--- src/rtl/mem_bus_arbiter.sv ---
// Two-port req/gnt/done arbiter that serialises CPU (port 0) and loader (port 1)
// accesses onto one synchronous memory, capping loader bursts while the CPU waits.
//
// state  | meaning
// IDLE   | arbitrate; register winner's request onto the memory bus
// ACCESS | memory samples mem_addr/mem_we/mem_wdata at end of cycle
// RESP   | mem_rdata valid; capture read data and pulse owner's done
module mem_bus_arbiter #(
  parameter int ADDR_W    = 12,
  parameter int DATA_W    = 4,
  parameter int BURST_MAX = 4
) (
  input  logic              clk,
  input  logic              rst,
  input  logic              req0,
  input  logic              req1,
  input  logic              we0,
  input  logic              we1,
  input  logic [ADDR_W-1:0] addr0,
  input  logic [ADDR_W-1:0] addr1,
  input  logic [DATA_W-1:0] wdata0,
  input  logic [DATA_W-1:0] wdata1,
  output logic              gnt0,
  output logic              gnt1,
  output logic              done0,
  output logic              done1,
  output logic [DATA_W-1:0] rdata,
  output logic [ADDR_W-1:0] mem_addr,
  output logic              mem_we,
  output logic [DATA_W-1:0] mem_wdata,
  input  logic [DATA_W-1:0] mem_rdata,
  output logic              busy
);

  localparam int CNT_W = $clog2(BURST_MAX + 1);
  localparam logic [CNT_W-1:0] CNT_MAX = CNT_W'(BURST_MAX);

  localparam logic [1:0] S_IDLE   = 2'd0;
  localparam logic [1:0] S_ACCESS = 2'd1;
  localparam logic [1:0] S_RESP   = 2'd2;

  logic [1:0]       state;
  logic             owner;
  logic             rd_pending;
  logic [CNT_W-1:0] burst_cnt;
  logic             pick1;

  // Loader wins ties until it has taken BURST_MAX grants back to back over a waiting CPU.
  assign pick1 = req1 && (!req0 || (burst_cnt != CNT_MAX));
  assign busy  = (state == S_ACCESS) || (state == S_RESP);

  always_ff @(posedge clk or posedge rst) begin
    if (rst) begin
      state      <= S_IDLE;
      owner      <= 1'b0;
      rd_pending <= 1'b0;
      burst_cnt  <= '0;
      gnt0       <= 1'b0;
      gnt1       <= 1'b0;
      done0      <= 1'b0;
      done1      <= 1'b0;
      rdata      <= '0;
      mem_addr   <= '0;
      mem_we     <= 1'b0;
      mem_wdata  <= '0;
    end else begin
      gnt0  <= 1'b0;
      gnt1  <= 1'b0;
      done0 <= 1'b0;
      done1 <= 1'b0;
      case (state)
        S_IDLE: begin
          mem_we <= 1'b0;
          if (req0 || req1) begin
            state <= S_ACCESS;
            owner <= pick1;
            if (pick1) begin
              mem_addr   <= addr1;
              mem_we     <= we1;
              mem_wdata  <= wdata1;
              rd_pending <= !we1;
              gnt1       <= 1'b1;
              burst_cnt  <= req0 ? burst_cnt + CNT_W'(1) : '0;
            end else begin
              mem_addr   <= addr0;
              mem_we     <= we0;
              mem_wdata  <= wdata0;
              rd_pending <= !we0;
              gnt0       <= 1'b1;
              burst_cnt  <= '0;
            end
          end
        end
        S_ACCESS: begin
          mem_we <= 1'b0;
          state  <= S_RESP;
        end
        S_RESP: begin
          if (rd_pending) rdata <= mem_rdata;
          if (owner) done1 <= 1'b1;
          else       done0 <= 1'b1;
          state <= S_IDLE;
        end
        default: begin
          mem_we <= 1'b0;
          state  <= S_IDLE;
        end
      endcase
    end
  end

endmodule

--- config.mk ---
export PLATFORM = sky130hd
export DESIGN_NAME = mem_bus_arbiter
export DESIGN_NICKNAME = d
export VERILOG_FILES = /design/src/rtl/mem_bus_arbiter.sv
export SDC_FILE = /design/constraint.sdc
export NUM_CORES = 1
export LEC_CHECK = 0
export ABC_AREA = 1
export CORE_ASPECT_RATIO = 0.75
export CORE_MARGIN = 8
export CORE_UTILIZATION = 45
export DETAILED_ROUTE_END_ITERATION = 16
export HOLD_SLACK_MARGIN = 0.06
export PLACE_DENSITY = 0.85
export SLEW_MARGIN = 20
export SYNTH_ARGS = -nofsm -noshare
export SYNTH_HDL_FRONTEND = slang
export SYNTH_SLANG_ARGS = --single-unit
--- constraint.sdc ---
create_clock -name clk -period 3.7 [get_ports clk]
set_clock_uncertainty 0.2 [all_clocks]
set_input_delay 0.555 -clock clk [delete_from_list [all_inputs] [get_ports clk]]
set_output_delay 0.555 -clock clk [all_outputs]
set_load 0.05 [all_outputs]
# Word-level counts from Yosys, hierarchy flattened
# Cells that the tools add are included.
# word_totals
reg_bits	32
input_bits	42
out_inout_bits	26
wordCells	47
# classes
n_addsub	1
eq_ne	4
n_mux	20
reduce_logical	10
# ops
operator	n
2-to-1 mux 1 bit	13
2-to-1 mux 12 bit	1
2-to-1 mux 3 bit	2
2-to-1 mux 4 bit	1
case mux 2 bit (2 select lines)	1
AND reduction 2 bit	2
adder 3 x 1 -> 3 bit (second input constant)	1
logical NOT 1 bit	3
logical OR 1 bit	3
inequality test 3 bit (second input constant)	1
equality test 2 x 1 -> 1 bit (second input constant)	1
equality test 2 bit (second input constant)	1
logical NOT 2 bit	1
2-to-1 mux 2 bit	1
inequality test 2 bit (second input constant)	1
case mux 1 bit (2 select lines)	1
logical AND 1 bit	1

# Logic depth before layout (Yosys ltp)
# Gate-level depths: netlist (run 1).
# logic_depth
word_depth	6
ltp_mapped	8
depth_no_buf	7

# Worst setup path after synthesis (run 1)
# OpenSTA, ideal clock, no wires.
# synth_timing
path_type	reg2out
from	register state[0]
to	output port busy
arrival_ns	0.932
t_required_ns	2.945
setup_slack_ns	2.013
path_stages_with_launch	3
path_buffers	0
path_cell_list	dfrtp_1 -> inv_1 -> ha_1
# synth_between
elab_chain_len	2
word_cells_on_any_way	3
cone_classes	2 x eq/ne; 1 x reduce/logical
# synth_rtl
element	line_no	text
from (decl)	42	logic [1:0] state;
from (signal assigned)	54	state <= S_IDLE;
from (signal assigned)	75	state <= S_ACCESS;
from (signal assigned)	96	state <= S_RESP;
equality test 2 x 1 -> 1 bit or equality test 2 bit (tied branches)	50	assign busy = (state == S_ACCESS) || (state == S_RESP);
logical OR 1 bit (*)	50	
to (decl)	32	output logic busy
# Mark *: on every way between the ends. The rest lies on a longest branch, timed or not.

# Final worst setup path (run 1)
# Same ends and word-level chain as after synthesis.

==> results of run 1 <==
## cell usage in the layout (no fill, tap or decap)
| cell | count |
|---|---|
| clkdlybuf4s50_1 | 67 |
| nand2_1 | 41 |
| dfrtp_1 | 32 |
| inv_1 | 26 |
| o21ai_0 | 21 |
| nor2_1 | 18 |
| o21ai_1 | 17 |
| ha_1 | 5 |
| clkbuf_8 | 5 |
| mux2_2 | 4 |
| nand3_1 | 4 |
| a21oi_1 | 3 |
| inv_2 | 2 |
| nand4_1 | 2 |
| nand3_4 | 1 |
| nand2_4 | 1 |
| nor2_4 | 1 |
| nor2_8 | 1 |
| xnor2_1 | 1 |
| a31oi_1 | 1 |
| clkinv_2 | 1 |
| clkbuf_1 | 1 |
| buf_4 | 1 |
## registers in the layout, summed over array words and instances, names as in the netlist
name and cells:
mem_we 1, rd_pending 1, mem_wdata 4, owner 1, rdata 4, burst_cnt 3
gnt0 1, mem_addr 12, done0 1, done1 1, state 2, gnt1 1
## kinds of logic after synthesis
kind of cell / Yosys count / share of synthesized area, %
simple gates: 69 / 19.4
flops: 32 / 49.5
mux: 4 / 2.78
buf+inv: 37 / 10.8
compound gates: 42 / 13.1
fa+ha+maj: 5 / 3.87
xor+xnor: 1 / 0.541
## per-layer routing
metal  GRT usage (%)  up-vias
li1                -      725
met1            18.3      696
met2            25.9       44
met3            7.79        4
met4            5.74        0
met5               0        -
## critical path: cells and delay by family, from the launching register on
family / cells / cell delay [ns]
buffers and inverters: 2 / 0.87
DFF: 1 / 0.35
adders and majority gates: 1 / 0.29
## how the worst min path moves through the flow
stage / to / slack [ns]
finish: done0 / 0.25
global placement: done0 / 0.23
detailed placement: done0 / 0.25
CTS: done0 / 0.26
floorplan: done0 / 0.22
global route: done0 / 0.27
## power by group
part	switching [mW]	internal [mW]	total, mW
clock	0.123	0.128	0.251
combinational	0.821	0.415	1.24
sequential	0.0784	0.513	0.591
total	1.02	1.06	2.08
## stage by stage
step           instance area, µm²  std cells  worst slack [ns]  util, %  power (mW)
2_1_floorplan                1620        190              2.01        -        1.45
3_3_place_gp                 2280        291              1.42     64.3        1.81
3_5_place_dp                 2280        291              1.36     64.3        1.84
4_1_cts                      2360        298              1.13     66.5        2.10
5_1_grt                      2360        298              1.07     66.5        2.22
6_report                     2360        298              1.15     66.5        2.08
## area by class of cell
| class | count | share of cell area (%) |
|---|---|---|
| flip-flops and latches | 32 | 34.0 |
| repair buffers | 68 | 28.8 |
| multi-input cells | 121 | 27.2 |
| inverters | 28 | 4.46 |
| clock buffers | 6 | 3.08 |
| well taps | 42 | 2.23 |
| clock inverters | 1 | 0.212 |
==> qor.yml, run 1 <==
status: "completed"
wl_met2_um: 2130
die_w_um: 85.2
syn_nets: 237
hold_violations: 0
antenna_found_initial: 0
remaining_drc_errors: 0
drive_gt1_share_pct: 6.64
drt-met1-wl_um: 1850
vdd_drop_max_v: 0.000568
hp-start: "owner"
slowest_delay_ns: 0.80
antennaDiodeCount: 0
area_growth_pct: 45.6
overflow: 0
synth.avg_cell_area_um2: 8.51
synth_top_area_share_pct: 49.5
root_buffer: "clkbuf_8"
critPathLaunchType: "register"
core_um2: 3540
tightest_slew_ns: 0.558
drt_iter0_drc: 77
clock_path_buffers: 2
grt_pass1_vias: 1545
mappedNetlistArea_um2: 1620
min_period_over_period_pct: 68.8
grt_pass1_wl_um: 7220
ys_warn_count: 0
rrSetupSlack_ns: 1.93
ff2ff_path_depth: 6
clk_pin_slew_ns: 0.06
cts_setup_buffers: 0
wirelength_um: 4260
cp-end-kind: "primary output"
cts_resized: 0
period_needed_ns: 2.55
highest_layer: "met4"
critPathKind: "reg2out"
holdBufCountCts: 0
grt.total_usage_pct: 16.0
cp_slowest_cell: "clkdlybuf4s50_1"
ant_nets: 0
yosys.area.top_type: "dfrtp_1"
num-fill-cells: 303
worst_hold_slack_ns: 0.248
grt_max_degree: 36
hold_class: "reg2reg"
crit_chain: "inv_1 -> ha_1 -> clkdlybuf4s50_1"
path_max_fanout: 3
rr_endpoint: "mem_wdata[3]"
post_drt_wl_per_cell_um: 14.3
met3_length_um: 244
required_ns: 2.94
multi_input_area_um2: 642
firstDrtPassIters: 4
synthArstFlopShare_pct: 100
hold_depth: 1
viasPerCell: 4.93
slew_headroom_pct: 62.7
synthTopCellsByArea: "dfrtp_1, nand2_1, o21ai_0"
die_h_um: 67.9
rsz0062_at_grt: "no"
die_area_um2: 5790
tns_ns: 0
finalMaxSlewViolations: 0
yosysSeqAreaShare_pct: 49.5
port_buffers: 67
place_congestion: 0.758
cts_tree: "built"
yosys_most_used_dff: "dfrtp_1"
numClockSinks: 32
nets: 303
initial_core_util_pct: 45.7
startpoint: "state[0]"
r2r-start: "state[0]"
synth_edf_count: 0
critPathCapture: "busy"
h-tree-depth: 2
timing.fmax_mhz: 393
crit_arrival_ns: 1.79
setup_viol: 0
synthTopCellsByCount: "nand2_1, dfrtp_1, inv_1, o21ai_0, nor2_1"
dr_total_vias: 1469
yosysUniqueCellTypes: 23
cts_buffers: 5
ys_seq_elements: 32
drv_cap: 0
synth.most_common_cell: "nand2_1"
register_area_um2: 801
netlist_instances: 190
io-pin-count: 68
row_count: 19
power_density_nw_per_um2: 882
leakage_nw: 1.11
dp_hpwl_um: 3210
clk_latency_ns: 0.28
Power figures use the tool's default switching activity.
==> inputs of run 2 (changes only) <==
--- a/config.mk
+++ b/config.mk
@@ -8,10 +8,10 @@
 export ABC_AREA = 1
 export CORE_ASPECT_RATIO = 0.75
 export CORE_MARGIN = 8
-export CORE_UTILIZATION = 45
+export CORE_UTILIZATION = 42
 export DETAILED_ROUTE_END_ITERATION = 16
 export HOLD_SLACK_MARGIN = 0.06
-export PLACE_DENSITY = 0.85
+export PLACE_DENSITY = 0.8
 export SLEW_MARGIN = 20
 export SYNTH_ARGS = -nofsm -noshare
 export SYNTH_HDL_FRONTEND = slang
==> constraint.sdc (replaced) <==
create_clock -name clk -period 2.55 [get_ports clk]
set_clock_uncertainty 0.2 [all_clocks]
set_input_delay 0.3825 -clock clk [delete_from_list [all_inputs] [get_ports clk]]
set_output_delay 0.3825 -clock clk [all_outputs]
set_load 0.05 [all_outputs]
==> run 2 against run 1 <==
  * Sequential power is 45% higher
  * Cell area is 1.4% higher
  * Cell count is 4.0% higher
  * Register-to-register slack worse by 1.2 ns
  * Highest routed layer unchanged
  * Critical endpoint unchanged
==> qor.yml, run 2 (synthesized netlist as in run 1, its figures left out) <==
h-tree-depth: 2  # unchanged
crit_arrival_ns: 1.78  # was 1.79 ns
path_max_fanout: 3  # unchanged
critPathKind: "reg2out"  # unchanged
root_buffer: "clkbuf_8"  # unchanged
dp_hpwl_um: 3120  # was 3210 µm
grt_max_degree: 36  # unchanged
place_congestion: 0.790  # was 0.758
place_ws_ns: 0.473  # was 1.36 ns
setup_ws_ns: 0.188  # was 1.15 ns
hold_violations: 0  # unchanged
period_needed_ns: 2.36
cts_tree: "built"  # unchanged
area_growth_pct: 47.6  # was 45.6%
nets: 304  # was 303
p_sw_mw: 1.49  # was 1.02 mW
core_um2: 3680  # was 3540 µm²
clk_latency_ns: 0.29  # was 0.28 ns
antennaDiodeCount: 0  # unchanged
reg_top3: "mem_addr: 12 flops, mem_wdata: 4 flops, rdata: 4 flops"  # unchanged
timing.fmax_mhz: 423
pwr-share-clk_pct: 13.2  # was 12.1%
numClockSinks: 32  # unchanged
row_count: 19  # unchanged
tns_ns: 0  # unchanged
post_drt_wl_per_cell_um: 13.8  # was 14.3 µm
cts_setup_buffers: 0  # unchanged
leakage_nw: 1.12  # was 1.11 nW
firstDrtPassIters: 4  # unchanged
drv_cap: 0  # unchanged
port_buffers: 67  # unchanged
swShare_pct: 48.7  # was 49.2%
min_period_over_period_pct: 92.6
grt_pass1_vias: 1429  # was 1545
overflow: 0  # unchanged
largest_reg_flops: 12  # unchanged
holdBufCountCts: 0  # unchanged
power_density_nw_per_um2: 1280  # was 882 nW/µm²
power.internal_mw: 1.57  # was 1.06 mW
clk_pin_slew_ns: 0.06  # about the same
die_area_um2: 6110  # was 5790 µm²
grt.total_usage_pct: 14.9  # was 16.0%
seqPwrFrac_pct: 28.1  # was 28.5%
hold_class: "reg2reg"  # unchanged
ant_nets: 0  # unchanged
dr_total_vias: 1458  # was 1469
io-pin-count: 68  # unchanged
grt_pass1_wl_um: 7100  # was 7220 µm
status: "completed"  # unchanged
vdd_drop_max_v: 0.000762  # was 0.000568 V
drt_iter0_drc: 45  # was 77
slew_headroom_pct: 64.8  # was 62.7%
viasPerCell: 4.70  # was 4.93
final_cell_mix: "clkdlybuf4s50_1, nand2_1, dfrtp_1"  # unchanged
num-fill-cells: 316  # was 303
rsz0062_at_grt: "no"  # unchanged
cts_resized: 0  # unchanged
combPwrFrac_pct: 58.6  # was 59.5%
required_ns: 1.97  # was 2.94 ns
die_h_um: 69.8  # was 67.9 µm
drive_gt1_share_pct: 6.59  # was 6.64%
cts_buffers: 5  # unchanged
clock_path_buffers: 2  # unchanged
top_register: "mem_addr"  # unchanged
critPathLaunchType: "register"  # unchanged
die_w_um: 87.7  # was 85.2 µm
tightest_slew_ns: 0.526  # was 0.558 ns
cp-end-kind: "primary output"  # unchanged
layout_commonest_cell: "clkdlybuf4s50_1"  # unchanged
finalMaxSlewViolations: 0  # unchanged
setup_viol: 0  # unchanged
initial_core_util_pct: 43.9  # was 45.7%
remaining_drc_errors: 0  # unchanged
final_core_util_pct: 64.8  # was 66.5%
antenna_found_initial: 0  # unchanged
wirelength_um: 4290  # was 4260 µm
run 2: cell types whose count changed in the layout (fill, tap and decap cells not counted):
cell | previous run | this run
buf_4 | 1 | 2
clkbuf_1 | 1 | 2
clkbuf_8 | 5 | 6
clkinv_2 | 1 | 0
inv_1 | 26 | 27
inv_2 | 2 | 1
run 2: layer usage:
layer | up-vias | global-route usage (%) | routed length (µm)
met1 | 669 | 19.1 | 2030
met3 | 4 | 5.33 | 344
met4 | 0 | 5.89 | 44
met5 | - | 0 | 0
li1 | 732 | - | -
met2 | 53 | 22.0 | 1870
run 2: critical path: stages (launching register included):
cell,delay [ns]
dfrtp_1,0.36
inv_1,0.07
ha_1,0.27
clkdlybuf4s50_1,0.79
run 2: final timing paths:
kind | to | depth (start not counted) | slack, ns | from
setup reg to reg | mem_wdata[2] | 6 | 0.75 | state[1]
max in group asynchronous | mem_addr[5] | 3 | 1.58 | rst
hold / removal | done0 | 1 | 0.24 | owner
setup / recovery | busy | 3 | 0.19 | state[1]
min in group asynchronous | rdata[0] | 3 | 0.28 | rst
hold reg to reg | done0 | 1 | 0.24 | owner
run 2: cell type report:
| class | instances | area, µm² | share of cell area [%] |
|---|---|---|---|
| Sequential cell | 32 | 801 | 33.5 |
| Tap cell | 52 | 65.1 | 2.72 |
| Multi-Input combinational cell | 121 | 642 | 26.9 |
| Timing Repair Buffer | 69 | 686 | 28.7 |
| Inverter | 28 | 105 | 4.40 |
| Clock buffer | 8 | 90.1 | 3.77 |
run 2: stage by stage:
stage	std cells	total power [mW]	instance area, µm²	hold slack [ns]
global placement	302	2.63	2300	0.233
global route	310	3.25	2390	0.275
floorplan	190	2.10	1620	0.216
CTS	310	3.07	2390	0.248
detailed placement	302	2.67	2300	0.240
finish	310	3.05	2390	0.243
run 2: power groups by stage:
stage               Clock [mW]  Combinational [mW]  Sequential [mW]
global placement             0                1.78            0.858
finish                   0.404                1.79            0.859
detailed placement           0                1.80            0.866
floorplan                    0               0.592             1.51
global route             0.438                1.92            0.890
CTS                      0.409                1.81            0.859
==> inputs of run 3 (changes only) <==
==> constraint.sdc (replaced) <==
create_clock -name clk -period 2.55 [get_ports clk]
set_clock_uncertainty 0.2 [all_clocks]
set_input_delay 0.3825 -clock clk [delete_from_list [all_inputs] [get_ports clk]]
set_output_delay 0.3825 -clock clk [all_outputs]
set_load 0.01 [all_outputs]
==> run 3 against run 2 <==
  * Highest routed layer unchanged
  * Clock power shrank 2%
  * Cell area shrank 0.21%
  * First-iteration DRC count grew 60%
  * Global-route usage shrank 0.94 points
  * Sequential power shrank 0.7%
  * Non-clock buffer count shrank 1
  * Count of clock-buffer cells in the layout shrank 2
  * Core utilization shrank 0.14 points
  * Critical path type unchanged
  * Routed wire length shrank 3.8%
  * Total power shrank 21%
  * Largest cell class unchanged
  * Register-to-register slack is essentially flat
  * Die area is the same
==> qor.yml, run 3 (synthesized netlist as in run 1, its figures left out) <==
finalMaxSlewViolations: 0  # unchanged
port_buffers: 67  # unchanged
die_h_um: 69.8  # unchanged
die_area_um2: 6110  # unchanged
grt.total_usage_pct: 14.0  # was 14.9%
rsz0062_at_grt: "no"  # unchanged
hp-start: "owner"  # unchanged
leakage_nw: 1.12  # about the same
cp_slowest_cell: "clkdlybuf4s50_1"  # unchanged
cp-end-kind: "primary output"  # unchanged
core_um2: 3680  # unchanged
place_congestion: 0.835  # was 0.790
dp_hpwl_um: 3110  # was 3120 µm
clk_latency_ns: 0.28  # was 0.29 ns
root_buffer: "clkbuf_8"  # unchanged
crit_arrival_ns: 1.55  # was 1.78 ns
period_needed_ns: 2.13  # was 2.36 ns
initial_core_util_pct: 43.9  # unchanged
min_period_over_period_pct: 83.4  # was 92.6%
crit_family: "buffers and inverters"  # unchanged
path_max_fanout: 3  # unchanged
antennaDiodeCount: 0  # unchanged
tightest_slew_ns: 0.516  # was 0.526 ns
area_growth_pct: 47.3  # was 47.6%
drv_cap: 0  # unchanged
setup_viol: 0  # unchanged
final_cell_mix: "clkdlybuf4s50_1, nand2_1, dfrtp_1"  # unchanged
dr_total_vias: 1440  # was 1458
grt_pass1_wl_um: 6720  # was 7100 µm
antenna_found_initial: 0  # unchanged
vdd_drop_max_v: 0.000487  # was 0.000762 V
drt_iter0_drc: 72  # was 45
viasPerCell: 4.66  # was 4.70
required_ns: 1.97  # about the same
row_count: 19  # unchanged
grt_pass1_vias: 1391  # was 1429
firstDrtPassIters: 4  # unchanged
largest_reg_flops: 12  # unchanged
holdBufCountCts: 0  # unchanged
io-pin-count: 68  # unchanged
nets: 303  # was 304
drive_gt1_share_pct: 7.00  # was 6.59%
cts_setup_buffers: 0  # unchanged
h-tree-depth: 2  # unchanged
cts_tree: "built"  # unchanged
layout_commonest_cell: "clkdlybuf4s50_1"  # unchanged
clk_pin_slew_ns: 0.07  # was 0.06 ns
ant_nets: 0  # unchanged
slew_headroom_pct: 65.5  # was 64.8%
grt_max_degree: 36  # unchanged
numClockSinks: 32  # unchanged
crit_chain: "inv_1 -> ha_1 -> clkdlybuf4s50_1"  # unchanged
cts_buffers: 5  # unchanged
wirelength_um: 4130  # was 4290 µm
power_density_nw_per_um2: 1010  # was 1280 nW/µm²
timing.fmax_mhz: 470  # was 423 MHz
die_w_um: 87.7  # unchanged
hold_violations: 0  # unchanged
status: "completed"  # unchanged
clock_path_buffers: 2  # unchanged
worst-path-buf-inv: 2  # unchanged
slowest_delay_ns: 0.54  # was 0.79 ns
top_register: "mem_addr"  # unchanged
post_drt_wl_per_cell_um: 13.3  # was 13.8 µm
tns_ns: 0  # unchanged
overflow: 0  # unchanged
cts_resized: 0  # unchanged
r2r-start: "state[1]"  # unchanged
remaining_drc_errors: 0  # unchanged
total_power_mw: 2.42  # was 3.05 mW
num-fill-cells: 316  # unchanged
hold_class: "reg2reg"  # unchanged
startpoint: "state[1]"  # unchanged
critPathLaunchType: "register"  # unchanged
critPathKind: "reg2out"  # unchanged
reg_top3: "mem_addr: 12 flops, mem_wdata: 4 flops, rdata: 4 flops"  # unchanged
## run 3: layout make-up
class / count / area (µm²) / share of cell area [%]
flip-flops and latches: 32 / 801 / 33.6
inverters: 28 / 105 / 4.41
multi-input cells: 121 / 642 / 26.9
repair buffers: 68 / 678 / 28.5
well taps: 52 / 65.1 / 2.73
clock buffers: 6 / 82.6 / 3.46
clock inverters: 2 / 10.0 / 0.420
## run 3: per-stage QoR
| step | util, % | instances | setup WS, ns | hold WS, ns | area [µm²] |
|---|---|---|---|---|---|
| floorplan | - | 190 | 1.07 | 0.216 | 1620 |
| global placement | 62.2 | 301 | 0.454 | 0.235 | 2290 |
| detailed placement | 62.2 | 301 | 0.416 | 0.249 | 2290 |
| CTS | 64.7 | 309 | 0.409 | 0.258 | 2380 |
| global route | 64.7 | 309 | 0.340 | 0.261 | 2380 |
| finish | 64.7 | 309 | 0.422 | 0.260 | 2380 |
## run 3: power breakdown
part | total, mW | leakage [nW] | internal, mW | switching, mW
clock network | 0.397 | 0.0510 | 0.215 | 0.182
logic | 1.17 | 0.670 | 0.606 | 0.563
registers | 0.853 | 0.395 | 0.744 | 0.109
## run 3: per-layer routing
layer	vias up	share of wire [%]	GRT usage [%]
met5	-	0	0
met4	0	0.97	3.99
met3	5	7.6	5.80
met2	41	45	21.8
met1	666	47	17.0
li1	728	-	-
## run 3: worst register-to-register path, cell delays in order (launching register included)
cell     delay [ns]
dfrtp_1        0.39
inv_1          0.10
ha_1           0.27
inv_2          0.21
nor2_8         0.33
nand2_1        0.10
o21ai_1        0.13
## run 3: final timing paths
| kind | endpoint | slack (ns) | depth (start not counted) |
|---|---|---|---|
| max | busy | 0.42 | 3 |
| min | done0 | 0.26 | 1 |
| max reg2reg | mem_addr[6] | 0.74 | 6 |
| min reg2reg | done0 | 0.26 | 1 |
| max in group asynchronous | mem_wdata[3] | 1.57 | 3 |
| min in group asynchronous | rdata[0] | 0.28 | 3 |
